**config.mk**
```make
export PLATFORM = sky130hd
export DESIGN_NAME = ccff_config_loader
export DESIGN_NICKNAME = d
export VERILOG_FILES = /design/src/rtl/ccff_config_loader.sv
export SDC_FILE = /design/constraint.sdc
export NUM_CORES = 1
export LEC_CHECK = 0
export BUFFER_PORTS_ARGS = -buffer_cell sky130_fd_sc_hd__buf_4
export CAP_MARGIN = 10
export CELL_PAD_IN_SITES_DETAIL_PLACEMENT = 0
export CELL_PAD_IN_SITES_GLOBAL_PLACEMENT = 1
export CORE_MARGIN = 4
export CORE_UTILIZATION = 38
export CTS_CLUSTER_SIZE = 10
export DETAILED_ROUTE_END_ITERATION = 7
export PLACE_DENSITY = 0.8
export SETUP_SLACK_MARGIN = 0.5
export SYNTH_ARGS = -nofsm -noshare
export SYNTH_HDL_FRONTEND = slang
export SYNTH_SLANG_ARGS = --single-unit
```
**constraint.sdc**
```tcl
create_clock -name prog_clk -period 2.05 [get_ports prog_clk]
set_input_delay 0.1025 -clock prog_clk [delete_from_list [all_inputs] [get_ports prog_clk]]
set_output_delay 0.1025 -clock prog_clk [all_outputs]
set_load 0.01 [all_outputs]
```
**src/rtl/ccff_config_loader.sv**
```systemverilog
// Serial bitstream loader for a ble6 configuration chain (LUT6 + output mux).
// Define CCFF_READBACK_EN to add a recirculating ones-count readback check.
module ccff_config_loader #(
    parameter int CHAIN_LEN = 66,
    parameter int BYTE_W    = 8
) (
    input  logic              prog_clk,
    input  logic              prog_reset,
    input  logic              cfg_start,
    input  logic              cfg_abort,
    input  logic [BYTE_W-1:0] cfg_data,
    input  logic              cfg_valid,
    output logic              cfg_ready,
    input  logic              ccff_tail,
    output logic              ccff_head,
    output logic              shift_en,
    output logic              busy,
    output logic              cfg_done,
    output logic              cfg_error
);
    localparam int CW = $clog2(CHAIN_LEN + 1);
    localparam int RW = $clog2(BYTE_W + 1);
    localparam logic [CW-1:0] LAST  = CW'(CHAIN_LEN - 1);
    localparam logic [CW-1:0] FULL  = CW'(CHAIN_LEN);
    localparam logic [RW-1:0] WBITS = RW'(BYTE_W - 1);

    typedef enum logic [1:0] {IDLE, LOAD, VERIFY, DONE} state_t;

    state_t            state_q, state_d;
    logic [CW-1:0]     cnt_q, cnt_d;
    logic [BYTE_W-1:0] buf_q, buf_d;
    logic [RW-1:0]     rem_q, rem_d;
    logic              shift_q, shift_d;
    logic              head_q, head_d;
    logic              ready, accept;

`ifdef CCFF_READBACK_EN
    logic [CW-1:0] ones_ld_q, ones_ld_d;
    logic [CW-1:0] ones_rb_q, ones_rb_d;
    logic          err_q, err_d;
`endif

    // rem_q counts bits still waiting in buf_q behind the one on head_q
    assign ready  = (state_q == LOAD) && !shift_q
                    && (rem_q == '0) && (cnt_q < FULL);
    assign accept = ready && cfg_valid;

    always_comb begin
        state_d = state_q;
        cnt_d   = cnt_q;
        buf_d   = buf_q;
        rem_d   = rem_q;
        shift_d = shift_q;
        head_d  = head_q;
`ifdef CCFF_READBACK_EN
        ones_ld_d = ones_ld_q;
        ones_rb_d = ones_rb_q;
        err_d     = err_q;
`endif
        unique case (state_q)
            IDLE, DONE: begin
                if (cfg_start) begin
                    state_d = LOAD;
                    cnt_d   = '0;
                    shift_d = 1'b0;
                    rem_d   = '0;
`ifdef CCFF_READBACK_EN
                    ones_ld_d = '0;
                    err_d     = 1'b0;
`endif
                end
            end
            LOAD: begin
                if (shift_q) begin
                    cnt_d = cnt_q + CW'(1);
`ifdef CCFF_READBACK_EN
                    ones_ld_d = ones_ld_q + CW'(head_q);
`endif
                    if (cnt_q == LAST) begin
                        shift_d = 1'b0;
                        rem_d   = '0;
`ifdef CCFF_READBACK_EN
                        state_d   = VERIFY;
                        cnt_d     = '0;
                        ones_rb_d = '0;
`else
                        state_d = DONE;
`endif
                    end else if (rem_q != '0) begin
                        shift_d = 1'b1;
                        head_d  = buf_q[BYTE_W-1];
                        buf_d   = buf_q << 1;
                        rem_d   = rem_q - RW'(1);
                    end else begin
                        shift_d = 1'b0;
                    end
                end else if (accept) begin
                    shift_d = 1'b1;
                    head_d  = cfg_data[BYTE_W-1];
                    buf_d   = cfg_data << 1;
                    rem_d   = WBITS;
                end
            end
            VERIFY: begin
`ifdef CCFF_READBACK_EN
                cnt_d     = cnt_q + CW'(1);
                head_d    = ccff_tail;
                ones_rb_d = ones_rb_q + CW'(ccff_tail);
                if (cnt_q == LAST) begin
                    state_d = DONE;
                    cnt_d   = FULL;
                    err_d   = (ones_ld_q != ones_rb_d);
                end
`else
                state_d = IDLE;
`endif
            end
            default: state_d = IDLE;
        endcase
        if (cfg_abort) begin
            state_d = IDLE;
            shift_d = 1'b0;
            rem_d   = '0;
        end
    end

    always_ff @(posedge prog_clk) begin
        if (!prog_reset) begin
            state_q <= IDLE;
            cnt_q   <= '0;
            buf_q   <= '0;
            rem_q   <= '0;
            shift_q <= 1'b0;
            head_q  <= 1'b0;
`ifdef CCFF_READBACK_EN
            ones_ld_q <= '0;
            ones_rb_q <= '0;
            err_q     <= 1'b0;
`endif
        end else begin
            state_q <= state_d;
            cnt_q   <= cnt_d;
            buf_q   <= buf_d;
            rem_q   <= rem_d;
            shift_q <= shift_d;
            head_q  <= head_d;
`ifdef CCFF_READBACK_EN
            ones_ld_q <= ones_ld_d;
            ones_rb_q <= ones_rb_d;
            err_q     <= err_d;
`endif
        end
    end

    // VERIFY recirculates the chain so its contents survive the readback
    assign cfg_ready = prog_reset & ready;
    assign shift_en  = prog_reset & (shift_q | (state_q == VERIFY));
    assign ccff_head = prog_reset
                       & ((state_q == VERIFY) ? ccff_tail : head_q);
    assign busy      = prog_reset
                       & ((state_q == LOAD) | (state_q == VERIFY));
    assign cfg_done  = prog_reset & (state_q == DONE);
`ifdef CCFF_READBACK_EN
    assign cfg_error = prog_reset & err_q;
`else
    assign cfg_error = 1'b0;
`endif

endmodule
```
Word level (Yosys, flattened, before mapping)
Index checks and enable logic that the tools add are counted.
- bits of input ports: 14
- output and inout bits: 6
- register bits after elaboration: 23
- add/subtract/negate cells: 2
- bitwise operators: 8
- reductions and logical operators: 17
- eq/ne operators: 11
- multiplexer cells: 28
- order comparisons: 1
- operators with widths (kind ; number):
    two-way mux 8 bit ; 4
    two-way mux 4 bit ; 5
    two-way mux 7 bit ; 2
    case mux 7 bit (2 select lines) ; 1
    two-way mux 1 bit ; 10
    case mux 4 bit (2 select lines) ; 1
    AND reduction 4 bit ; 2
    adder 7 x 1 -> 7 bit, second input constant ; 1
    == test 7 bit, second input constant ; 1
    less-than comparator 7 bit, second input constant ; 1
    two-way mux 2 bit ; 3
    != test 2 bit, second input constant ; 3
    case mux 2 bit (3 select lines) ; 1
    AND reduction 3 bit ; 2
    AND 1 bit ; 5
    == test 2 bit, second input constant ; 2
    logical AND 1 bit ; 4
    zero test 4 bit ; 1
    != test 2 x 1 -> 1 bit, second input constant ; 2
    != test 4 x 2 -> 1 bit, second input constant ; 1
    nonzero test 2 bit ; 2
    nonzero test 4 bit ; 1
    OR reduction 2 bit ; 2
    subtractor 4 x 1 -> 4 bit, second input constant ; 1
    8 further kinds ; 9

Logic depth before layout (Yosys ltp)
- depth after elaboration: 8
- mapped depth: 9

Worst setup path after synthesis
OpenSTA, ideal clock, no wires.
- kind: reg-to-reg
- start: reg rem_q[0]
- end: reg buf_q[3]
- required time: 1916 ps
- buffers on the path: 1
- path slack: 64 ps
- arrival time: 1852 ps
- period minus slack after synthesis: 1986 ps
- library setup time: 134 ps
- stages on the path, launching flop included: 9
- cell sequence: dfxtp_1 inv_1 ha_1 or3b_2 o31ai_4 o2bb2ai_4 and2_1 buf_4 a211oi_1
- word-level cells in the longest chain between the ends: 6
- ends and longest elaborated chain (item ; line ; source):
    from (decl) ; 32 ; logic [RW-1:0] rem_q, rem_d;
    from (signal assigned) ; 144 ; rem_q <= rem_d;
    zero test 4 bit ; 45 ; && (rem_q == '0) && (cnt_q < FULL);
    logical AND 1 bit (2 in series) ; 45 ;
    logical AND 1 bit ; 46 ; assign accept = ready && cfg_valid;
    nonzero test 2 bit (no source line) ; -- ;
    AND reduction 4 bit (no source line) (*) ; -- ;
    to (signal assigned) ; 143 ; buf_q <= buf_d;
    to (decl) ; 31 ; logic [BYTE_W-1:0] buf_q, buf_d;
Mark *: on every way between the ends. The rest lies on a longest branch, timed or not.
A chain may end at the register's enable or synchronous reset.

Worst setup path in the final report
- start: reg cnt_q[3]
- end: reg buf_q[5]
- word-level cells in the longest chain between the ends: 5
- ends and longest elaborated chain (item ; line ; source):
    from (decl) ; 30 ; logic [CW-1:0] cnt_q, cnt_d;
    from (signal assigned) ; 142 ; cnt_q <= cnt_d;
    less-than comparator 7 bit ; 45 ;
    logical AND 1 bit ; 45 ;
    logical AND 1 bit ; 46 ;
    nonzero test 2 bit (no source line) ; -- ;
    AND reduction 4 bit (no source line) (*) ; -- ;
Marked as above.

==> key figures <==
Yosys
  – Top cell type's share of synthesized area: 0.3206
  – EDFF count, synth: 0
  – Top-count cell post-synth: dfxtp_1
  – Sequential share of the synthesized area: 0.3206
  – Post-synth top flop: dfxtp_1
  – Mapped Avg Cell Area: roughly 9 sq um
  – Synth area leaders: dfxtp_1 (32%), ha_1 (8.2%), mux2i_1 (7.3%), nor2_1 (4.6%), a21oi_1 (4.0%)
  – Seq cells post-synth: 22
  – Syn Nets: 180
  – Cells after Synth: 157
  – Ys Warns: 0
  – Synth area leader: dfxtp_1
  – Synth top cells by count: dfxtp_1 (22), nor2_1 (17), a21oi_1 (11)
  – Post-synthesis cell area: about 1400 sq um
  – Synth cell types: 45
  – Synth async-reset ratio: 0

Pwr
  – Power per standard cell area: roughly 500 nW/um^2
  – Worst VDD drop: 0.3444 mV
  – Design Power: 1.058 mW
  – Pleak: roughly 0.81 nW

CTS
  – CTS Buffer Depth: 2
  – Clk_lat worst skew: around 330 ps
  – Root Buffer: clkbuf_4
  – # clock sinks: 22
  – H-Tree Depth: 1
  – CTS tree: built
  – Cts bufs inserted: 3
  – Clock transition at path regs: around 150 ps
  – Hold_buf cts: 0

Final layout
  – Fillers: between 200 and 300
  – Layout area overhead: 57.29%
  – Layout cells sized above 1: 0.5291
  – Nets@finish: 230
  – Final instance area: between 2000 and 2500 sq um
  – ANT cells: 0

Place
  – Placed wire-length estimate: roughly 2.5 mm
  – Buffers added on ports: 18
  – GP Congestion: between 0.9 and 1
  – Placed Area: roughly 1700 sq um

Worst setup path
  – WP data arrival: 2300 ps
  – Worst setup EP type: register
  – Critical path fanouts, max: 8
  – Crit path kind: register to register
  – CP Data Required Time: about 2300 ps
  – Reg2reg path depth: 7
  – Critical path launch point type: register

Detailed routing
  – Remaining DRCs: 0
  – Final WL: slightly below 4 mm
  – DRT iter0 DRCs: 37
  – Routed Antenna Nets: 0
  – Vias: roughly 1.4k
  – Via density: roughly 5.4
  – Drt wl/cell: 15.75 microns
  – First-pass iteration count of the detailed router: 5

Timing
  – Pins Over Slew Limit: 0
  – Minimum clock period after layout: about 2100 ps
  – Tcrit/Tclk final: 1.015
  – Sum of negative setup slack: -235.6 ps
  – Fin. Hold Viols: 0
  – Setup ws final: -31.60 ps
  – Worst slew pin tran: roughly 520 ps
  – Final setup violation count: 9
  – Max Clock Skew: roughly 14 ps
  – Worst hold margin: ~30 ps
  – Unrepaired setup endpoints after global routing: true
  – Max-slew headroom: 0.6499
  – FMAX: a little under 500 MHz

Floorplanning
  – I/O pin cnt: 20
  – Die X-Extent: 68.13 microns
  – Core area: about 3400 sq um
  – Initial Util: 0.4022
  – Std-Cell Rows: 21
  – Die H: about 68 microns
  – Die area: around 4600 sq um

Global route
  – Total GRT Usage: 0.1767
  – First-pass GRT wire length: a little over 6 mm
  – Initial antenna violation count: 0
  – Vias in the first global route: roughly 1.3k
  – Pin count of the biggest net entering global routing: 14
  – Total grt overflow: 0

Outcome
  – Failing checks: negative setup slack
  – Status: complete, but fails checks

Job
  – Max cap viols: 0

Min path
  – Hold Crit Class: input pin to register
  – Worst hold path cell count: 3
-- what timing repair did --
item / CTS / global route
setup endpoints to repair: 22 / 25
pin swaps: 10 / 18
buffers inserted: 16 / 11
gates resized for setup: 18 / 30
-- stage by stage --
| stage | worst slack, ps | instances | util |
|---|---|---|---|
| after global routing | -103.8 | 252 | 0.6326 |
| after CTS | 21.17 | 241 | 0.5703 |
| final | -31.60 | 252 | 0.6326 |
| after floorplan | 179.6 | 157 | - |
| after detailed placement | -2.103 | 221 | 0.4978 |
| after global placement | 64.63 | 221 | 0.4978 |
-- flip-flops by register name (all words and copies together) (netlist names) --
register and flops:
head_q 1, buf_q 7, shift_q 1, rem_q 4, cnt_q 7, state_q 2
-- cell families after synthesis --
group,count (synthesis),share of synthesized area
compound gates,39,0.2222
xor+xnor,5,0.03188
fa+ha+maj,9,0.08197
buf+inv,19,0.06011
flops,22,0.3206
mux,12,0.08925
other cells,1,0.002730
simple gates,50,0.1913
-- metal layers --
metal | vias to the layer above | global-route usage | part of all wire
li1 | 662 | - | -
met2 | 34 | 0.3093 | 0.52
met1 | 662 | 0.2091 | 0.43
met5 | - | 0 | 0
met4 | 0 | 0.06452 | 0.0091
met3 | 4 | 0.03941 | 0.038
-- power by group --
group	switching [mW]	leakage, nW	internal, mW
clock network	0.157	0.0279	0.198
logic	0.126	0.601	0.130
registers	0.0102	0.181	0.438
total	0.293	0.811	0.765
-- area by class of cell --
cell class	count	area, sq um	share of cell area
inverters	10	40.04	0.01853
multi-input cells	116	1112	0.5148
clock buffers	3	22.52	0.01042
flip-flops and latches	22	451.7	0.2090
clock inverters	1	30.03	0.01390
repair buffers	54	446.7	0.2067
well taps	46	57.56	0.02664
-- path summary, 6_finish.rpt --
kind	from	end	slack, ps
max	cnt_q[3]	buf_q[5]	-30
min	cfg_data[0]	buf_q[1]	30
max reg2reg	cnt_q[3]	buf_q[5]	-30
min reg2reg	buf_q[1]	buf_q[1]	530
-- critical path, stage by stage, from the launching register on --
cell and delay (ps):
dfxtp_2 350, or4_4 580, o31ai_4 280, buf_4 160, buf_6 90, o2bb2ai_4 150
and2_4 270, a211oi_2 80
-- placed cells by master (no fill, tap or decap), types with 2 or more instances in the layout --
cell type,synthesis,final
xor2_1,3,3
nor2_1,17,14
o2111ai_1,2,2
nor2b_1,3,2
clkbuf_4,0,3
ha_1,9,5
a211oi_2,0,7
nand2b_1,3,3
nand2_2,0,2
buf_6,0,11
dfxtp_2,0,3
a21oi_1,11,7
nor4b_4,0,2
inv_1,10,6
o31ai_4,1,2
dfxtp_1,22,17
a21oi_2,0,4
dfxtp_4,0,2
inv_2,0,3
o21ai_1,1,3
nand4_1,2,2
buf_4,3,43
mux2i_1,10,9
nand3_1,4,4
nand2_1,8,6
ha_4,0,4
nor2_2,1,2
xnor2_2,0,2
nor2_4,0,2
(Power assumes the default switching activity.)
